### src/rtl/bcd_pkg.sv
`default_nettype none
// ============================================================================
// Module   : bcd_pkg
// Brief    : Shared BCD constants, FSM encodings and elaboration helpers.
// Revision : 1.0
// ============================================================================
package bcd_pkg;

    localparam int BCD_DIGIT_W = 4;

    typedef enum logic [1:0] {
        ST_IDLE = 2'd0,
        ST_CONV = 2'd1,
        ST_DONE = 2'd2
    } bcd_state_t;

    // Number of bits needed to represent 'value'.
    function automatic int clogb2(input int value);
        int v;
        int r;
        v = value;
        r = 0;
        while (v > 0) begin
            r = r + 1;
            v = v >>> 1;
        end
        return r;
    endfunction

    function automatic longint unsigned pow10(input int n);
        longint unsigned p;
        p = 64'd1;
        for (int i = 0; i < n; i++) begin
            p = p * 64'd10;
        end
        return p;
    endfunction

    // Decimal digits required to hold the largest value of 'width' bits.
    function automatic int bcd_digits(input int width);
        longint unsigned v;
        int d;
        v = (64'd1 << width) - 64'd1;
        d = 0;
        do begin
            d = d + 1;
            v = v / 64'd10;
        end while (v != 64'd0);
        return d;
    endfunction

endpackage
`default_nettype wire

### src/rtl/bcd_digit_adj.sv
`default_nettype none
// ============================================================================
// Module   : bcd_digit_adj
// Brief    : Double-dabble digit correction: add 3 when the digit is >= 5.
// Revision : 1.0
// ============================================================================
module bcd_digit_adj
    import bcd_pkg::*;
(
    input  logic [BCD_DIGIT_W-1:0] i_digit,
    output logic [BCD_DIGIT_W-1:0] o_digit
);

    assign o_digit = (i_digit >= 4'd5) ? (i_digit + 4'd3) : i_digit;

endmodule
`default_nettype wire

### src/rtl/bin_to_bcd.sv
`default_nettype none
// ============================================================================
// Module   : bin_to_bcd
// Brief    : Sequential double-dabble converter with saturating BCD output.
// Revision : 1.0
// ============================================================================
module bin_to_bcd
    import bcd_pkg::*;
#(
    parameter int DISPLAYS_NUM = 4,
    parameter int BIN_WIDTH    = 14
) (
    input  logic                                i_clk,
    input  logic                                i_rst,
    input  logic                                i_start,
    input  logic [BIN_WIDTH-1:0]                i_bin,
    output logic                                o_busy,
    output logic                                o_done,
    output logic                                o_overflow,
    output logic [DISPLAYS_NUM*BCD_DIGIT_W-1:0] o_bcd_data
);

    localparam int c_NEED_DIG = bcd_digits(BIN_WIDTH);
    localparam int c_DIG      = (c_NEED_DIG > DISPLAYS_NUM) ? c_NEED_DIG : DISPLAYS_NUM;
    localparam int c_DW       = c_DIG * BCD_DIGIT_W;
    localparam int c_SW       = c_DW + BIN_WIDTH;
    localparam int c_OW       = DISPLAYS_NUM * BCD_DIGIT_W;
    localparam int c_CW       = clogb2(BIN_WIDTH + 1);

    localparam logic [c_CW-1:0]      c_LAST    = c_CW'(BIN_WIDTH - 1);
    localparam longint unsigned      c_MAX_VAL = pow10(DISPLAYS_NUM) - 64'd1;
    localparam logic [c_OW-1:0]      c_SAT     = {DISPLAYS_NUM{4'h9}};

    bcd_state_t        r_state;
    bcd_state_t        w_next_state;
    logic              w_accept;
    logic              w_last_step;
    logic              w_in_over;
    logic [c_SW-1:0]   r_shift;
    logic [c_SW-1:0]   w_step;
    logic [c_DW-1:0]   w_adj;
    logic [c_CW-1:0]   r_cnt;
    logic              r_ovf_pend;
    logic              r_overflow;
    logic [c_OW-1:0]   r_bcd;

    // Saturation is decided on the full operand, before any digit is dropped.
    assign w_in_over   = (64'(i_bin) > c_MAX_VAL);
    assign w_last_step = (r_cnt == c_LAST);

    for (genvar g = 0; g < c_DIG; g++) begin : g_digit
        bcd_digit_adj u_adj (
            .i_digit (r_shift[BIN_WIDTH + g*BCD_DIGIT_W +: BCD_DIGIT_W]),
            .o_digit (w_adj[g*BCD_DIGIT_W +: BCD_DIGIT_W])
        );
    end

    assign w_step = {w_adj, r_shift[BIN_WIDTH-1:0]} << 1;

    always_comb begin
        w_next_state = r_state;
        w_accept     = 1'b0;
        case (r_state)
            ST_IDLE: begin
                if (i_start) begin
                    w_accept     = 1'b1;
                    w_next_state = ST_CONV;
                end
            end
            ST_CONV: begin
                if (w_last_step) begin
                    w_next_state = ST_DONE;
                end
            end
            ST_DONE: begin
                if (i_start) begin
                    w_accept     = 1'b1;
                    w_next_state = ST_CONV;
                end else begin
                    w_next_state = ST_IDLE;
                end
            end
            default: begin
                w_next_state = ST_IDLE;
            end
        endcase
    end

    always_ff @(posedge i_clk or negedge i_rst) begin
        if (!i_rst) begin
            r_state <= ST_IDLE;
        end else begin
            r_state <= w_next_state;
        end
    end

    always_ff @(posedge i_clk or negedge i_rst) begin
        if (!i_rst) begin
            r_shift    <= '0;
            r_cnt      <= '0;
            r_ovf_pend <= 1'b0;
            r_overflow <= 1'b0;
            r_bcd      <= '0;
        end else if (w_accept) begin
            r_shift    <= {{c_DW{1'b0}}, i_bin};
            r_cnt      <= '0;
            r_ovf_pend <= w_in_over;
        end else if (r_state == ST_CONV) begin
            r_shift <= w_step;
            r_cnt   <= r_cnt + 1'b1;
            // Publish on the final step so the display only sees whole results.
            if (w_last_step) begin
                r_bcd      <= r_ovf_pend ? c_SAT : w_step[BIN_WIDTH +: c_OW];
                r_overflow <= r_ovf_pend;
            end
        end
    end

    assign o_busy     = (r_state == ST_CONV);
    assign o_done     = (r_state == ST_DONE);
    assign o_overflow = r_overflow;
    assign o_bcd_data = r_bcd;

endmodule
`default_nettype wire

### config.mk
export PLATFORM = sky130hd
export DESIGN_NAME = bin_to_bcd
export DESIGN_NICKNAME = d
export VERILOG_FILES = /design/src/rtl/bcd_pkg.sv /design/src/rtl/bcd_digit_adj.sv /design/src/rtl/bin_to_bcd.sv
export SDC_FILE = /design/constraint.sdc
export NUM_CORES = 1
export LEC_CHECK = 0
export CORE_UTILIZATION = 49
export DETAILED_ROUTE_END_ITERATION = 6
export GPL_TIMING_DRIVEN = 0
export HOLD_SLACK_MARGIN = 0.12
export PLACE_DENSITY = 0.84
export SYNTH_ARGS = -nofsm -noshare
export SYNTH_HDL_FRONTEND = slang
export SYNTH_HIERARCHICAL = 1
export SYNTH_SLANG_ARGS = --single-unit
### constraint.sdc
create_clock -name i_clk -period 1.5 [get_ports i_clk]
set_input_delay 0.225 -clock i_clk [delete_from_list [all_inputs] [get_ports i_clk]]
set_output_delay 0.225 -clock i_clk [all_outputs]
set_load 0.03 [all_outputs]
==> results.json <==
{
  "status": "finished, violations left",
  "violations": "setup timing",
  "power.total_uw": 9060,
  "ir_drop_v": 0.00113,
  "place_hpwl_um": 4090,
  "final_common_cell": "dfrtp_1",
  "power_leakage_uw": 0.00172,
  "syn-num-nets": 300,
  "endpoint_kind": "register",
  "core_um2": 5170,
  "die_h_um": 75.9,
  "finalSetupTns_ns": -0.712,
  "syn_inst": 273,
  "ios": 36,
  "finalHoldViolations": 0,
  "r2r_setup_slack_ns": -0.16,
  "setup_violations": 12,
  "portBuffers": 35,
  "yosys_warnings": 6,
  "dr.pass1.iters": 4,
  "tightest_slew_ns": 0.692,
  "report.final.slew_viol_count": 0,
  "areaGrowthSynthToFinish_pct": 39.6,
  "cts_root_buf": "clkbuf_8",
  "gr-total-overflow": 0,
  "wl_per_cell_um": 17.1,
  "min_period_ns": 1.66,
  "cp_data_required_time_ns": 1.72,
  "vias_per_cell": 5.66,
  "clkTransAtPathRegs_ns": 0.10,
  "multi_input_area_um2": 1460,
  "grt_use_total": 0.253,
  "cts_htree_levels": 2,
  "fmax_mhz": 603,
  "final_cell_mix": "dfrtp_1, nand2_1, buf_4, nor2_1",
  "r2r_cells": 7,
  "rsz0062_at_grt": "true",
  "wirelength_um": 7060,
  "grt_pass1_vias": 2303,
  "startpoint": "r_shift[23]",
  "arrival_ns": 1.88,
  "antenna_found_initial": 0,
  "cap_viol_max_count": 0,
  "drc": 0,
  "period_share": 1.10,
  "cts_num_sinks": 54,
  "num_vias": 2338,
  "layout_setup_ws_ns": -0.157,
  "p_per_area_nw_per_um2": 2430,
  "place_congestion": 0.817,
  "fin_nets": 370,
  "startpoint_type": "register",
  "grt_pass1_wl_um": 10700,
  "reg2reg_from": "r_shift[23]",
  "cp_max_fo": 3,
  "fillers": 357,
  "drtIter0Drc": 172,
  "numCtsBuffers": 5,
  "avgSynthCellArea_um2": 9.79,
  "insertion_delay_ns": 0.31,
  "drive_gt1_frac": 0.318,
  "dieWidth_um": 75.9,
  "cts_buffer_depth": 2,
  "min_path_type": "in -> async",
  "ant_nets": 0,
  "critical_path_class": "reg -> reg",
  "cts_tree": "built",
  "start_util": 0.517,
  "rows": 26,
  "r2r-end": "o_bcd_data[10]",
  "register_area_um2": 1360,
  "antenna_cells": 0,
  "slew_headroom": 0.539,
  "finClkSkew_ns": 0.0105,
  "netlist_area_um2": 2670,
  "die-area_um2": 5760,
  "grt_max_degree": 31
}
-- per-layer routing --
layer  GRT usage  wire, um  up-vias
met5           0         0        -
met1       0.322      2870     1150
li1            -         -     1087
met4       0.103       157        0
met2       0.424      3680       87
met3      0.0503       361       14
-- stage by stage --
stage               area (um^2)  hold WS (ns)   util  worst slack [ns]  std cells
detailed placement         3190         0.302  0.617            -0.395        379
global route               3730         0.518  0.722            -0.226        413
finish                     3730         0.478  0.722            -0.157        413
CTS                        3510         0.478  0.679            -0.142        402
global placement           3180         0.483  0.614             -1.35        378
floorplan                  2740       -0.0706      -           -0.0320        273
-- how the worst max path moves through the flow --
stage                                end  slack, ns  cells past startpoint
after global routing      o_bcd_data[10]      -0.23                      7
after detailed placement          o_busy      -0.40                      4
after floorplan           o_bcd_data[14]      -0.03                      7
final                     o_bcd_data[10]      -0.16                      7
after CTS                 o_bcd_data[14]      -0.14                      7
after global placement        r_shift[9]      -1.35                      1
-- power by group --
group	internal, uW	switching (uW)
clock network	321	469
registers	2140	594
logic	2570	2970
-- layout make-up --
cell class              instances  share of cell area
multi-input cells             183               0.392
flip-flops and latches         54               0.363
repair buffers                 63               0.151
plain buffers                  18              0.0312
well taps                      70              0.0235
clock buffers                   6              0.0194
inverters                      18              0.0181
clock inverters                 1             0.00201
-- repair_timing --
item | CTS | global route
hold endpoints to repair | 29 | 0
gates resized for setup | 56 | 41
cloned | 0 | 0
setup buffers | 15 | 13
setup endpoints to repair | 31 | 29
hold buffers | 1 | 0
pin swaps | 4 | 17
-- state kept, by name, summed over array words and instances, names as in the netlist --
| name | count |
|---|---|
| r_shift | 30 |
| o_bcd_data | 16 |
| r_cnt | 4 |
| r_state | 2 |
| o_overflow | 1 |
| r_ovf_pend | 1 |
-- critical path, cell delays in order, from the launching register on --
cell and delay [ns]:
dfrtp_1 0.40, inv_2 0.09, ha_4 0.16, nand2b_4 0.15
a21oi_4 0.21, mux2i_2 0.29, inv_1 0.08, o41ai_2 0.19
No activity file was read; power rests on OpenSTA's default activity.
